===== src/rtl/easyaxi_pkg.sv =====
// Shared EasyAXI buffer package.
// Holds the clog2 helper, the simulation delay constant and the
// pointer/count width derivations reused by every EasyAXI buffer.
package easyaxi_pkg;

    // Non-zero only in behavioural models; RTL assigns without delay.
    localparam int DLY = 0;

    function automatic int clog2(input int v);
        int r;
        r = 0;
        while ((1 << r) < v) r++;
        return r;
    endfunction

    // Pointer width for an array of 'depth' entries (wrap bit kept separately).
    function automatic int ptr_w(input int depth);
        return (clog2(depth) < 1) ? 1 : clog2(depth);
    endfunction

    // Occupancy counter width: must hold 0..depth+out_reg inclusive.
    function automatic int cnt_w(input int depth, input int out_reg);
        return clog2(depth + out_reg + 1);
    endfunction

endpackage


===== src/rtl/easyaxi_flex_fifo_if.sv =====
// Valid/ready/data channel used on both sides of the EasyAXI FIFO.
//   master: drives valid/data, receives ready
//   slave : receives valid/data, drives ready
interface easyaxi_flex_fifo_if #(
    parameter int DATA_WIDTH = 32
);
    logic                  valid;
    logic                  ready;
    logic [DATA_WIDTH-1:0] data;

    modport master (output valid, output data, input ready);
    modport slave  (input valid, input data, output ready);
endinterface


===== src/rtl/easyaxi_fifo_ptr.sv =====
// Wrap-aware FIFO pointer for arbitrary (non power-of-two) depths.
//   clk, rst_n : clock, async active-low reset
//   inc_i      : advance pointer by one entry
//   clr_i      : synchronous clear to 0 (wins over inc_i)
//   ptr_o      : current entry index, 0..DEPTH-1
//   wrap_o     : toggles each time the pointer wraps DEPTH-1 -> 0
module easyaxi_fifo_ptr
    import easyaxi_pkg::*;
#(
    parameter int DEPTH = 16
) (
    input  logic                    clk,
    input  logic                    rst_n,
    input  logic                    inc_i,
    input  logic                    clr_i,
    output logic [ptr_w(DEPTH)-1:0] ptr_o,
    output logic                    wrap_o
);
    localparam int PTR_W = ptr_w(DEPTH);

    logic [PTR_W-1:0] ptr_q, ptr_d;
    logic             wrap_q, wrap_d;

    always_comb begin
        ptr_d  = ptr_q;
        wrap_d = wrap_q;
        if (clr_i) begin
            ptr_d  = '0;
            wrap_d = 1'b0;
        end else if (inc_i) begin
            if (ptr_q == PTR_W'(DEPTH - 1)) begin
                ptr_d  = '0;
                wrap_d = !wrap_q;
            end else begin
                ptr_d = ptr_q + PTR_W'(1);
            end
        end
    end

    always_ff @(posedge clk or negedge rst_n) begin
        if (!rst_n) begin
            ptr_q  <= '0;
            wrap_q <= 1'b0;
        end else begin
            ptr_q  <= ptr_d;
            wrap_q <= wrap_d;
        end
    end

    assign ptr_o  = ptr_q;
    assign wrap_o = wrap_q;
endmodule


===== src/rtl/easyaxi_flex_fifo.sv =====
// EasyAXI channel buffer: synchronous FIFO with valid/ready on both sides,
// arbitrary depth, occupancy count, almost-full/empty flags, synchronous
// flush and an optional registered output stage (OUT_REG=1).
//   clk, rst_n    : clock, async active-low reset
//   flush         : synchronous clear of all contents (beats push/pop)
//   s_if (slave)  : write channel, valid/ready/data
//   m_if (master) : read channel, valid/ready/data
//   count         : entries held, including the output register
//   almost_full   : count >= AFULL_THRESH (registered)
//   almost_empty  : count <= AEMPTY_THRESH (registered)
module easyaxi_flex_fifo
    import easyaxi_pkg::*;
#(
    parameter int DATA_WIDTH    = 32,
    parameter int DEPTH         = 16,
    parameter int OUT_REG       = 0,
    parameter int AFULL_THRESH  = DEPTH - 1,
    parameter int AEMPTY_THRESH = 1
) (
    input  logic                             clk,
    input  logic                             rst_n,
    input  logic                             flush,
    easyaxi_flex_fifo_if.slave               s_if,
    easyaxi_flex_fifo_if.master              m_if,
    output logic [cnt_w(DEPTH, OUT_REG)-1:0] count,
    output logic                             almost_full,
    output logic                             almost_empty
);
    localparam int PTR_W = ptr_w(DEPTH);
    localparam int CNT_W = cnt_w(DEPTH, OUT_REG);

    if (DEPTH < 2 || AFULL_THRESH > DEPTH + OUT_REG || AEMPTY_THRESH > DEPTH) begin : g_bad_cfg
        $fatal(1, "easyaxi_flex_fifo: illegal DEPTH/AFULL_THRESH/AEMPTY_THRESH");
    end

    logic [DATA_WIDTH-1:0] mem_q [DEPTH];
    logic [PTR_W-1:0]      wr_ptr, rd_ptr;
    logic                  wr_wrap, rd_wrap;
    logic                  arr_empty;
    logic                  s_ready_q, s_ready_d;
    logic [CNT_W-1:0]      count_q, count_d, arr_cnt_d;
    logic                  afull_q, aempty_q;
    logic                  push, pop, arr_pop;
    logic                  ov_nxt;   // output register valid after this edge

    assign arr_empty = (wr_ptr == rd_ptr) && (wr_wrap == rd_wrap);
    assign push      = s_if.valid && s_ready_q;
    assign pop       = m_if.valid && m_if.ready;

    easyaxi_fifo_ptr #(.DEPTH(DEPTH)) u_wr_ptr (
        .clk    (clk),
        .rst_n  (rst_n),
        .inc_i  (push && !flush),
        .clr_i  (flush),
        .ptr_o  (wr_ptr),
        .wrap_o (wr_wrap)
    );

    easyaxi_fifo_ptr #(.DEPTH(DEPTH)) u_rd_ptr (
        .clk    (clk),
        .rst_n  (rst_n),
        .inc_i  (arr_pop && !flush),
        .clr_i  (flush),
        .ptr_o  (rd_ptr),
        .wrap_o (rd_wrap)
    );

    always_ff @(posedge clk or negedge rst_n) begin
        if (!rst_n) begin
            for (int i = 0; i < DEPTH; i++) mem_q[i] <= '0;
        end else if (push && !flush) begin
            mem_q[wr_ptr] <= s_if.data;
        end
    end

    if (OUT_REG == 0) begin : g_fwft
        assign m_if.valid = !arr_empty;
        assign m_if.data  = mem_q[rd_ptr];
        assign arr_pop    = pop;
        assign ov_nxt     = 1'b0;
    end else begin : g_oreg
        logic                  ov_q;
        logic [DATA_WIDTH-1:0] od_q;
        logic                  load;

        // Refill from the array head whenever the stage is free or draining.
        assign load    = !arr_empty && (!ov_q || pop);
        assign arr_pop = load;
        assign ov_nxt  = flush ? 1'b0 : (load ? 1'b1 : (pop ? 1'b0 : ov_q));

        always_ff @(posedge clk or negedge rst_n) begin
            if (!rst_n) begin
                ov_q <= 1'b0;
                od_q <= '0;
            end else begin
                ov_q <= ov_nxt;
                if (load && !flush) od_q <= mem_q[rd_ptr];
            end
        end

        assign m_if.valid = ov_q;
        assign m_if.data  = od_q;
    end

    // s_ready is the registered inverse of next-cycle array fullness; the
    // array part of the occupancy excludes whatever sits in the output stage.
    always_comb begin
        count_d   = flush ? '0 : count_q + CNT_W'(push) - CNT_W'(pop);
        arr_cnt_d = count_d - CNT_W'(ov_nxt);
        s_ready_d = flush || (arr_cnt_d != CNT_W'(DEPTH));
    end

    always_ff @(posedge clk or negedge rst_n) begin
        if (!rst_n) begin
            count_q   <= '0;
            s_ready_q <= 1'b0;
            afull_q   <= 1'b0;
            aempty_q  <= 1'b1;
        end else begin
            count_q   <= count_d;
            s_ready_q <= s_ready_d;
            afull_q   <= (count_d >= CNT_W'(AFULL_THRESH));
            aempty_q  <= (count_d <= CNT_W'(AEMPTY_THRESH));
        end
    end

    assign s_if.ready   = s_ready_q;
    assign count        = count_q;
    assign almost_full  = afull_q;
    assign almost_empty = aempty_q;
endmodule


===== src/flat_wrapper.sv =====
// flat-port wrapper written by rule: the top's interface ports become plain ports
module easyaxi_flex_fifo_flat import easyaxi_pkg::*;
#(
    parameter int DATA_WIDTH    = 32,
    parameter int DEPTH         = 16,
    parameter int OUT_REG       = 0,
    parameter int AFULL_THRESH  = DEPTH - 1,
    parameter int AEMPTY_THRESH = 1
)
  (clk, rst_n, flush, count, almost_full, almost_empty, s_if_valid, s_if_data, s_if_ready, m_if_valid, m_if_data, m_if_ready);
  easyaxi_flex_fifo_if #(.DATA_WIDTH(DATA_WIDTH)) s_if_i ();
  easyaxi_flex_fifo_if #(.DATA_WIDTH(DATA_WIDTH)) m_if_i ();
  input  logic clk;
  input  logic rst_n;
  input  logic flush;
  output logic [cnt_w(DEPTH, OUT_REG)-1:0] count;
  output logic almost_full;
  output logic almost_empty;
  input wire logic [$bits(s_if_i.valid)-1:0] s_if_valid;
  input wire logic [$bits(s_if_i.data)-1:0] s_if_data;
  output wire logic [$bits(s_if_i.ready)-1:0] s_if_ready;
  output wire logic [$bits(m_if_i.valid)-1:0] m_if_valid;
  output wire logic [$bits(m_if_i.data)-1:0] m_if_data;
  input wire logic [$bits(m_if_i.ready)-1:0] m_if_ready;
  assign s_if_i.valid = s_if_valid;
  assign s_if_i.data = s_if_data;
  assign s_if_ready = s_if_i.ready;
  assign m_if_valid = m_if_i.valid;
  assign m_if_data = m_if_i.data;
  assign m_if_i.ready = m_if_ready;
  easyaxi_flex_fifo #(.DATA_WIDTH(DATA_WIDTH), .DEPTH(DEPTH), .OUT_REG(OUT_REG), .AFULL_THRESH(AFULL_THRESH), .AEMPTY_THRESH(AEMPTY_THRESH)) u_core (.clk(clk), .rst_n(rst_n), .flush(flush), .s_if(s_if_i), .m_if(m_if_i), .count(count), .almost_full(almost_full), .almost_empty(almost_empty));
endmodule

===== config.mk =====
export PLATFORM = sky130hd
export DESIGN_NAME = easyaxi_flex_fifo_flat
export DESIGN_NICKNAME = d
export VERILOG_FILES = /design/src/rtl/easyaxi_pkg.sv /design/src/rtl/easyaxi_flex_fifo_if.sv /design/src/rtl/easyaxi_fifo_ptr.sv /design/src/rtl/easyaxi_flex_fifo.sv /design/src/flat_wrapper.sv
export SDC_FILE = /design/constraint.sdc
export NUM_CORES = 1
export LEC_CHECK = 0
export ABC_AREA = 1
export CORE_AREA = 2 2 265 267
export DETAILED_ROUTE_END_ITERATION = 16
export DIE_AREA = 0 0 267 269
export SLEW_MARGIN = 20
export SYNTH_ARGS = -nofsm -noshare
export SYNTH_HDL_FRONTEND = slang
export SYNTH_SLANG_ARGS = --single-unit
export TNS_END_PERCENT = 20

===== constraint.sdc =====
create_clock -name clk -period 3.7 [get_ports clk]
set_input_delay 1.11 -clock clk [delete_from_list [all_inputs] [get_ports clk]]
set_output_delay 1.11 -clock clk [all_outputs]
set_load 0.02 [all_outputs]

## After elaboration in Yosys (flattened, before gate mapping)

Cells that the tools add are included.

- Output and inout port bits: 41
- Word-level logic and storage cells: 76
- Memories: 0
- Register bits after elaboration: 530
- Latch bits: 0
- Bits in read-only memories: 0
- Bits in writable memories: 0

- Multipliers: 0
- Div/mod/pow operators: 0
- Reduce and logical (&&, ||, !) cells: 17
- Equal/unequal tests: 5
- Order comparisons: 5
- Multiplexer cells: 19
- Shifts and indexed selects: 0
- Bitwise gates (word level): 2
- Add/sub/neg operators: 4

Operators by type and width:

| cell | count |
|---|---|
| 512-bit bitwise mux | 1 |
| 32-bit binary-select mux with 4-bit select | 1 |
| 32-bit demux with 4-bit select | 1 |
| 32-bit 2-to-1 mux | 3 |
| 4-bit 2-to-1 mux | 6 |
| 5-bit greater-or-equal comparator, second input constant | 2 |
| 4-bit inverter with 5-bit output | 2 |
| 4-bit by 1-bit adder with 4-bit output, second input constant | 2 |
| 4-bit == test, second input constant | 2 |
| 2-bit nonzero test | 4 |
| 1-bit logical AND | 6 |
| 1-bit 2-to-1 mux | 6 |
| 5-bit by 1-bit adder with 5-bit output | 1 |
| 5-bit by 4-bit greater-or-equal comparator with 1-bit output, second input constant | 1 |
| 5-bit by 1-bit less-or-equal comparator with 1-bit output, second input constant | 1 |
| 5-bit by 1-bit less-than comparator with 1-bit output, second input constant | 1 |
| 5-bit 2-to-1 mux | 1 |
| 5-bit inequality test, second input constant | 1 |
| 5-bit by 1-bit subtractor with 5-bit output | 1 |
| 4-bit == test | 1 |
| 1-bit zero test | 4 |
| 2-bit AND reduction | 2 |
| 1-bit == test | 1 |
| 1-bit logical OR | 1 |

## Depth between registers and ports, before layout

Gate-level depths: netlist of run 1.

- Word-level depth: 8
- Mapped depth: 19

## Modules after synthesis

From an unflattened synthesis of run 1, not the netlist that was laid out.

- Cells, all modules: 3138
- Area total of the unflattened synthesis: 25278.0 µm²

Modules (own cells, without submodules):

| module | cells each | area an instance (µm²) | instances |
|---|---|---|---|
| easyaxi_flex_fifo | 3070 | 24725.0 | 1 |
| easyaxi_fifo_ptr | 34 | 276.5 | 2 |

## Least setup slack after synthesis of run 1

No wires, ideal clock.

- Path kind: input-to-reg
- Start point: input m_if_ready
- End point: register u_core.afull_q (netlist: u_core.almost_full)
- Required time: 3.573 ns
- Slack: 0.653 ns
- Library setup time: 0.127 ns
- Path buffers: 0
- Data arrival time: 2.920 ns
- Stages: 12
- Cell sequence: nand2_1 inv_1 ha_1 inv_1 ha_1 fa_1 nand2_1 nand2_1 a21oi_1 nand2_1 nor3b_1 or2_2

- Word-level cells in the longest chain between the ends: 4

RTL lines:

| element | line | RTL |
|---|---|---|
| start, declared | flat_wrapper.sv:24 | `input wire logic [$bits(m_if_i.ready)-1:0] m_if_ready;` |
| 1-bit logical AND | easyaxi_flex_fifo.sv:48 | `assign pop = m_if.valid && m_if.ready;` |
| 5-bit by 1-bit subtractor with 5-bit output | easyaxi_flex_fifo.sv:108 | `count_d = flush ? '0 : count_q + CNT_W'(push) - CNT_W'(pop);` |
| 5-bit 2-to-1 mux | easyaxi_flex_fifo.sv:108 |  |
| via u_core.arr_cnt_d[4] | easyaxi_flex_fifo.sv:41 | `logic [CNT_W-1:0] count_q, count_d, arr_cnt_d;` |
| 5-bit by 4-bit greater-or-equal comparator with 1-bit output | easyaxi_flex_fifo.sv:122 | `afull_q <= (count_d >= CNT_W'(AFULL_THRESH));` |
| end signal, assigned | easyaxi_flex_fifo.sv:122 |  |
| end, declared | easyaxi_flex_fifo.sv:42 | `logic afull_q, aempty_q;` |

The timed path passes the listed nets, and every way through them passes these cells.
A chain may end at the register's enable or synchronous reset.

## Worst setup path after layout of run 1

- Start point: register u_core.u_rd_ptr.ptr_q[0] (netlist: u_core.u_rd_ptr.ptr_o[0])
- End point: output m_if_data[11]

- Word-level cells in the longest chain between the ends: 4

RTL lines:

| element | line | RTL |
|---|---|---|
| start, declared | easyaxi_fifo_ptr.sv:21 | `logic [PTR_W-1:0] ptr_q, ptr_d;` |
| start signal, assigned | easyaxi_fifo_ptr.sv:45 | `ptr_q <= ptr_d;` |
| 4-bit inverter with 5-bit output (not written as such) | easyaxi_flex_fifo.sv:78 | `assign m_if.data = mem_q[rd_ptr];` |
| 32-bit binary-select mux with 4-bit select | easyaxi_flex_fifo.sv:78 |  |
| 32-bit 2-to-1 mux (not written as such) (2 in series) | easyaxi_flex_fifo.sv:78 |  |
| end, declared | flat_wrapper.sv:23 | `output wire logic [$bits(m_if_i.data)-1:0] m_if_data;` |

Every way passes these cells. The select of a mux whose other input is x is not followed.

==> results.cfg, run 1 <==
[placement]
place_area_um2 = 25840
port-buffer-count = 77
pre_cts_slack_ns = 0.1129
gp_congestion = 0.7603
hpwl_um = 39080

[yosys]
synth_fa_ha_area_frac = 0.006060
synth_edf_count = 0
synth.yosys.seq_area_share = 0.5538
synth_top_family_by_area = compound AO/OA/AOI/OAI gates
yosysMostFrequentCell = nand2_1
synth-xor-area-share = 0.001463
synth_top_area_share = 0.5527
synth_cell_types = 37
syn-instance-count = 2828
synth-compound-area-share = 0.2031
synth_nets = 2876
yosys.area.top_type = dfrtp_1
synth_seq_cells = 530
synth_simple_gate_area_share = 0.1765
async_flop_share = 1.000
yosys_warnings = 0
synthTopCellsByCount = 637 x nand2_1, 529 x dfrtp_1, 506 x o21ai_0
yosys-top-cells-area = dfrtp_1 55%, o21ai_0 11%, nand2_1 10%
syn_area_um2 = 23950
muxShareOfSynthArea = 0
ys.flop_type = dfrtp_1
syn_area_per_cell_um2 = 8.469

[global_route]
grt_overflow = 0
grt_max_degree = 85
grt_usage = 0.2024
grt_pass1_wl_um = 113400
antenna_found_initial = 4
grt_pass1_vias = 18890

[floorplanning]
die_y_um = 269
die_area_um2 = 71820
io_pins = 78
die_w_um = 267
start_util = 0.3456
rows = 97
core_area_um2 = 69300

[routing]
drcViolationCount = 0
first_pass_iters = 5
routedWlPerCell_um = 18.94
vias = 19740
wl_um = 72080
via_per_inst = 5.187
ant_nets = 0
drt_iter0_markers = 1916

[setup_path]
cp_num_buf_inv = 3
max_stage_delay_ns = 0.60
cp.required_ns = 2.59
cp_slowest_cell = dfrtp_4
cp_cell_sequence = buf_4 > bufbuf_16 > nor2_1 > nor2_1 > o21ai_0 > o211ai_1 > nand3_1 > nand3_1 > clkdlybuf4s15_2
arrival_ns = 2.57
cp_top_family = buffers and inverters
cp_max_fo = 16
crit_path_start_kind = register
worst_setup_path_end_kind = output port
setup.worst_path.class = reg2out

[clocking]
worstSkewPairLatency_ns = 0.61
numClockSinks = 530
clockBufferDepth = 3
cts_tree = yes
root_buffer = clkbuf_16
cts.htree.levels = 2
cts_buffers = 58
clk_pin_slew_ns = 0.06

[finish]
stdcell_area_um2 = 27950
drive_above_1_share = 0.08831
nets = 2866
fillers = 6970
area_growth_pct = 16.68

[timing]
rsz0062_at_grt = true
setup_slack_ns = 0.02486
fin_setup_tns_ns = 0
fin_skew_ns = 0.02766
worst_pin_slew_ns = 0.9665
max_freq_mhz = 272.1
min_period_ns = 3.675
hold_violations = 0
finalSetupViolations = 0
holdWs_ns = 0.4773
fin_crit_sh = 0.9933
finalMaxSlewViolations = 0
slew_headroom = 0.3557

[power_and_ir_drop]
peakVddDrop_mv = 0.3707
clkPwrFrac = 0.314
combPwrFrac = 0.299
power_frac_seq = 0.387
p_sw_frac = 0.3438
total_power_mw = 18.25
leakage_nw = 12.54
p_per_area_nw_per_um2 = 653.1
p_int_mw = 11.98
p_switching_mw = 6.275

[run_status]
status = finished, final reports clean

[hold_path]
hold_path_class = reg2reg

[job]
drv_cap = 0
==> power groups by stage <==
stage          sequential [mW]  clock [mW]  combinational, mW
2_1_floorplan             7.06           0               3.44
3_3_place_gp              7.12           0               5.36
3_5_place_dp              7.12           0               5.39
4_1_cts                   7.04        5.86               5.46
5_1_grt                   7.16        6.09               6.12
6_report                  7.06        5.74               5.46
==> registers in the layout, summed over array words and instances, names as in the netlist <==
register	flops
u_core.mem_q	512
u_core.count	5
u_core.u_rd_ptr.wrap_o	1
u_core.s_if.ready	1
u_core.u_rd_ptr.ptr_o	4
u_core.almost_full	1
u_core.u_wr_ptr.ptr_o	4
u_core.almost_empty	1
u_core.u_wr_ptr.wrap_o	1
==> per-layer routing <==
layer  wire [um]  vias up  global-route usage
met4        1817        2             0.05876
met2       33770      575              0.3346
li1            -     9425                   -
met3        4326      112             0.03059
met5          20        -                   0
met1       32150     9629              0.2757
==> repair_timing <==
item                       in CTS  in global routing
cloned                          4                  2
setup endpoints to repair      31                 33
gates resized for setup        71                 50
pin swaps                       0                  1
hold buffers                    0                  0
buffers inserted                5                  0
==> layout by cell type (no fill, tap or decap), drive strengths merged <==
cell type      count
a21oi              4
buf               94
bufbuf             2
bufinv             3
clkbuf           101
clkdlybuf4s15      6
clkdlybuf4s50     43
clkinv            14
clkinvlp           4
dfrtp            529
dfstp              1
diode              1
dlygate4sd2        1
dlymetal6s2s       2
fa                 1
ha                10
inv               78
nand2            646
nand3             50
nand3b             1
nand4              7
nor2             338
nor3               4
nor3b              1
o211ai            64
o21ai            792
o22ai             64
or2                1
xnor2              2
xor2               2
==> logic make-up (layout without fill, tap and decap cells) <==
kind of cell / Yosys count / in the layout
compound gates: 924 / 924
xor+xnor: 4 / 4
fa+ha+maj: 11 / 11
buf+inv: 311 / 348
flops: 530 / 530
other cells: 0 / 1
simple gates: 1048 / 1048
==> worst paths after layout <==
check,slack [ns],end,startpoint,cells after the start
worst max-delay path,0.02,m_if_data[11],u_core.u_rd_ptr.ptr_o[0],9
worst min-delay path,0.48,u_core.mem_q[424],u_core.mem_q[424],2
worst max register to register,0.32,u_core.almost_full,u_core.u_rd_ptr.ptr_o[0],17
worst min register to register,0.48,u_core.mem_q[424],u_core.mem_q[424],2
max in group asynchronous,2.30,u_core.mem_q[414],rst_n,2
min in group asynchronous,0.54,u_core.mem_q[283],rst_n,1
==> per-stage QoR <==
| stage | std cells | util |
|---|---|---|
| after floorplan | 2828 | - |
| after global placement | 3687 | 0.3729 |
| after detailed placement | 3687 | 0.3729 |
| after CTS | 3803 | 0.4029 |
| after global routing | 3806 | 0.4033 |
| final | 3806 | 0.4033 |
==> worst register-to-register path, stage by stage (launching register included) <==
cell	delay, ns
dfrtp_4	0.60
bufbuf_16	0.37
nand2_1	0.09
nand2_1	0.05
nor2_1	0.10
nand3_1	0.13
nand2_1	0.11
inv_1	0.06
ha_1	0.26
inv_1	0.04
ha_1	0.22
fa_1	0.43
nand2_1	0.10
nand2_1	0.05
a21oi_1	0.16
nand2_1	0.06
nor3b_2	0.17
or2_2	0.28
==> area by class of cell <==
cell class / count / area (um2) / share of cell area
diodes: 1 / 2.502 / 0.00008954
inverters: 76 / 302.8 / 0.01083
multi-input cells: 1987 / 9318 / 0.3334
clock buffers: 84 / 1670 / 0.05977
repair buffers: 165 / 1993 / 0.07132
well taps: 940 / 1176 / 0.04208
flip-flops and latches: 530 / 13270 / 0.4749
clock inverters: 23 / 211.5 / 0.007566
(Power assumes the default switching activity.)
==> run 2, diff against run 1 <==
- CORE_AREA: 2 2 265 267 -> 2 2 212 214
- DIE_AREA: 0 0 267 269 -> 0 0 214 216
- PLACE_DENSITY: default -> 0.69
==> results.cfg, run 2 (synthesized netlist as in run 1, its figures left out) <==
[placement]
port-buffer-count = 77
gp_congestion = 0.8064
hpwl_um = 37470
place_area_um2 = 25310

[clocking]
cts_buffers = 56
root_buffer = clkbuf_16
numClockSinks = 530
worstSkewPairLatency_ns = 0.62
cts.htree.levels = 2
clk_pin_slew_ns = 0.06
hold_buffers = 0
cts_tree = yes
clockBufferDepth = 3

[finish]
final_cell_mix = 636 x nand2_1, 526 x dfrtp_1, 505 x o21ai_0
regMostFlops = u_core.mem_q
drive_above_1_share = 0.07765
nets = 2849
largestRegisters = u_core.mem_q (512), u_core.count (5)
largest_reg_flops = 512
layout_commonest_cell = nand2_1
area_growth_pct = 13.50
antenna_cells = 0
stdcell_area_um2 = 27180

[floorplanning]
start_util = 0.5464
die_y_um = 216
die_area_um2 = 46220
core_area_um2 = 43840
die_w_um = 214
rows = 77
io_pins = 78

[power_and_ir_drop]
leakage_nw = 12.38
peakVddDrop_mv = 0.3712
p_per_area_nw_per_um2 = 660.4

[routing]
drcViolationCount = 0
ant_nets = 0
drt_iter0_markers = 2263
wl_um = 69480
via_per_inst = 5.910
routedWlPerCell_um = 20.21
vias = 20320
first_pass_iters = 5

[global_route]
grt_pass1_wl_um = 110200
grt_max_degree = 88
grt_usage = 0.3045
grt_overflow = 0
grt_pass1_vias = 19520
antenna_found_initial = 0

[setup_path]
setup.worst_path.class = reg2out
arrival_ns = 2.52
cp.required_ns = 2.59
worst_setup_path_end_kind = output port
cp_max_fo = 17
crit_path_start_kind = register

[timing]
holdWs_ns = 0.4354
fin_skew_ns = 0.01670
fin_setup_tns_ns = 0
worst_pin_slew_ns = 0.9606
min_period_ns = 3.626
finalSetupViolations = 0
slew_headroom = 0.3596
max_freq_mhz = 275.8
fin_crit_sh = 0.9799
hold_violations = 0
finalMaxSlewViolations = 0
rsz0062_at_grt = true

[hold_path]
hold_path_class = in2async

[job]
drv_cap = 0

[run_status]
status = finished, final reports clean
==> run 2: cell types whose count changed in the layout (fill, tap and decap cells not counted), moves of 4 or more <==
cell,before,now
buf_4,44,35
dlygate4sd2_1,1,9
buf_2,7,0
buf_16,9,4
clkbuf_8,10,15
clkbuf_1,15,11
clkbuf_16,61,57
==> run 2: area by class of cell <==
class / instances / area [um2]
sequential: 530 / 13270
clock inverter: 20 / 171.4
timing repair buffer: 150 / 1735
clock buffer: 83 / 1674
multi-input combinational: 1987 / 9283
tap: 592 / 740.7
fill: 3723 / 16650
inverter: 76 / 307.8
==> run 2: critical path, stage by stage, from the launching register on <==
cell,delay [ns]
dfrtp_4,0.57
buf_12,0.17
bufbuf_16,0.28
nor2_1,0.10
nor2_1,0.04
o21ai_0,0.09
o21ai_0,0.11
o211ai_1,0.19
nand2_1,0.16
buf_4,0.20
==> run 2: worst paths after layout <==
check	startpoint	end	slack, ns	depth (start not counted)
setup / recovery	u_core.u_rd_ptr.ptr_o[0]	m_if_data[2]	0.07	9
hold / removal	rst_n	u_core.mem_q[232]	0.44	1
setup reg to reg	u_core.u_rd_ptr.ptr_o[0]	u_core.s_if.ready	0.26	19
hold reg to reg	u_core.mem_q[308]	u_core.mem_q[308]	0.48	2
max in group asynchronous	rst_n	u_core.mem_q[275]	2.31	3
min in group clk	u_core.mem_q[308]	u_core.mem_q[308]	0.48	2
==> run 2: timing repair <==
item,CTS,global route
resized for setup,50,39
cloned,2,0
setup endpoints to repair,32,25
setup buffers,1,0
pin swaps,0,1
==> run 2: report_power, final <==
| part | internal [mW] | switching [mW] | total, mW |
|---|---|---|---|
| logic | 1.91 | 3.37 | 5.28 |
| clock network | 3.26 | 2.34 | 5.60 |
| registers | 6.61 | 0.462 | 7.07 |
| total | 11.8 | 6.17 | 18.0 |
==> run 2: metrics by stage <==
stage	std cells	total power, mW	setup WS [ns]	utilization
6_report	3438	17.95	0.07438	0.6202
5_1_grt	3438	18.93	-0.02899	0.6202
4_1_cts	3438	18.04	0.0001514	0.6214
3_5_place_dp	3332	12.50	0.1343	0.5773
3_3_place_gp	3332	12.37	0.1603	0.5773
2_1_floorplan	2828	10.50	0.6530	-
==> run 2: per-layer routing <==
metal | routed length (um) | GRT usage | vias to the layer above
met5 | 0 | 0 | -
met4 | 2433 | 0.1296 | 0
met3 | 5110 | 0.04679 | 153
met2 | 31990 | 0.4802 | 864
met1 | 29940 | 0.4228 | 9922
li1 | - | - | 9381
==> run 3, diff against run 2 <==
- CORE_AREA: 2 2 212 214 -> 2 2 218 220
- DIE_AREA: 0 0 214 216 -> 0 0 220 222
- SKIP_LAST_GASP: default -> 1
- SYNTH_HIERARCHICAL: default -> 1
==> results.cfg, run 3 <==
[setup_path]
cp_max_fo = 18
r2r_end = u_core/s_if.ready
worst_setup_path_end_kind = output port
startpoint = u_core/u_rd_ptr/ptr_o[0]
r2r_start = u_core/u_rd_ptr/ptr_o[2]
crit_path_end = m_if_data[14]
reg2regPathDepth = 17
cp.required_ns = 2.59
arrival_ns = 2.84
reg2reg_slack_ns = 0.60
crit_path_start_kind = register
setup.worst_path.class = reg2out

[global_route]
grt_overflow = 0
antenna_found_initial = 3
grt_pass1_wl_um = 110400
grt_max_degree = 84
grt_pass1_vias = 20240
grt_usage = 0.2875

[yosys]
syn_area_um2 = 25280
synth_cell_types = 35
syn_area_per_cell_um2 = 8.055
ys.flop_type = dfrtp_1
synth_edf_count = 0
syn-instance-count = 3138
synthTopCellsByCount = 1007 x nand2_1, 529 x dfrtp_1, 422 x o21ai_0
yosys_warnings = 6
yosys.area.top_type = dfrtp_1
synth_nets = 3183
synth_seq_cells = 530
async_flop_share = 1.000
yosys-top-cells-area = dfrtp_1 52%, nand2_1 15%, o21ai_0 8.4%
synth_top_area_share = 0.5237
yosysMostFrequentCell = nand2_1
synth.yosys.seq_area_share = 0.5247

[finish]
nets = 3151
area_growth_pct = 11.61
largestRegisters = u_core/mem_q (512), u_core/count (5)
largest_reg_flops = 512
post-route-util = 0.6099
drive_above_1_share = 0.08063
layout_commonest_cell = nand2_1
final_cell_mix = 1007 x nand2_1, 525 x dfrtp_1, 422 x o21ai_0
stdcell_area_um2 = 28210
regMostFlops = u_core/mem_q

[timing]
fin_skew_ns = 0.01482
hold_violations = 0
min_period_ns = 3.951
rsz0062_at_grt = true
finalSetupViolations = 26
finalMaxSlewViolations = 0
setup_slack_ns = -0.2506
slew_headroom = 0.2953
fin_crit_sh = 1.068
worst_pin_slew_ns = 1.057
holdWs_ns = 0.4786
max_freq_mhz = 253.1

[floorplanning]
rows = 79
die_y_um = 222
die_w_um = 220
core_area_um2 = 46260
io_pins = 78
die_area_um2 = 48840
start_util = 0.5464

[placement]
gp_congestion = 0.7919
hpwl_um = 37390
place_area_um2 = 26350
port-buffer-count = 77
pre_cts_slack_ns = 0.2856

[power_and_ir_drop]
peakVddDrop_mv = 0.3352
leakage_nw = 12.89
p_per_area_nw_per_um2 = 523.2
total_power_mw = 14.76

[routing]
drt_iter0_markers = 1887
ant_nets = 0
drcViolationCount = 0
routedWlPerCell_um = 18.24
wl_um = 68540
vias = 21060
via_per_inst = 5.603
first_pass_iters = 7

[clocking]
cts_buffers = 56
root_buffer = clkbuf_16
cts.htree.levels = 2
numClockSinks = 530
worstSkewPairLatency_ns = 0.62
clockBufferDepth = 3
postCtsSetupRepairBufs = 0
clk_pin_slew_ns = 0.06
hold_buffers = 0
cts_tree = yes

[job]
drv_cap = 0

[run_status]
violations = negative setup slack
status = complete, but fails checks

[hold_path]
hold_path_class = in2async
==> run 3: cells by family after synthesis <==
group                      synth area share
AOI/OAI and AO/OA                    0.1478
and+or+nand+nor                      0.2405
xor gates and xnor gates           0.001386
adders and majority gates          0.004257
DFF                                  0.5247
buffers and inverters               0.08142
==> run 3: how the worst min path moves through the flow <==
stage	to	from	slack (ns)
global route	u_core/mem_q[15]	u_core/mem_q[15]	0.49
floorplan	u_core/mem_q[0]	u_core/mem_q[0]	0.45
finish	u_core/mem_q[469]	rst_n	0.48
detailed placement	u_core/mem_q[387]	u_core/mem_q[387]	0.47
CTS	u_core/mem_q[469]	rst_n	0.48
global placement	u_core/mem_q[415]	u_core/mem_q[415]	0.46
==> run 3: timing repair <==
item                       CTS  global route
resized for setup            2             7
setup endpoints to repair   32            32
cloned                       0             1
==> run 3: cell type report <==
cell class / instances / area, um2
fill: 4064 / 18050
sequential: 530 / 13270
multi-input combinational: 2161 / 9956
clock buffer: 92 / 1709
timing repair buffer: 147 / 1598
inverter: 210 / 798.3
tap: 607 / 759.5
clock inverter: 10 / 117.6
antenna: 1 / 2.502
==> run 3: stage by stage <==
step | setup TNS [ns] | cells
2_1_floorplan | 0 | 3138
3_3_place_gp | 0 | 3654
3_5_place_dp | 0 | 3654
4_1_cts | -6.568 | 3756
5_1_grt | -8.096 | 3757
6_report | -4.607 | 3758
==> run 3: worst max-delay path: stages (launching register included) <==
cell	delay (ns)
dfrtp_4	0.52
inv_4	0.25
buf_4	0.27
nand2_1	0.07
nand2_1	0.06
nand2_1	0.05
nand3_1	0.14
nand3_1	0.09
nand2_1	0.12
clkdlybuf4s50_1	0.64
==> run 3: power by group <==
part           internal [mW]  switching, mW  leakage, nW  total, mW
combinational           1.03           1.72         4.73       2.74
clock                   3.27           2.28        0.892       5.55
sequential              6.24          0.221         7.27       6.46
total                   10.5           4.22         12.9       14.8
==> run 3: layer usage <==
layer | wire [um] | global-route usage | vias up
li1 | - | - | 10040
met1 | 29190 | 0.3958 | 10140
met4 | 2188 | 0.1007 | 4
met5 | 28 | 0 | -
met2 | 32160 | 0.4595 | 720
met3 | 4969 | 0.05048 | 145
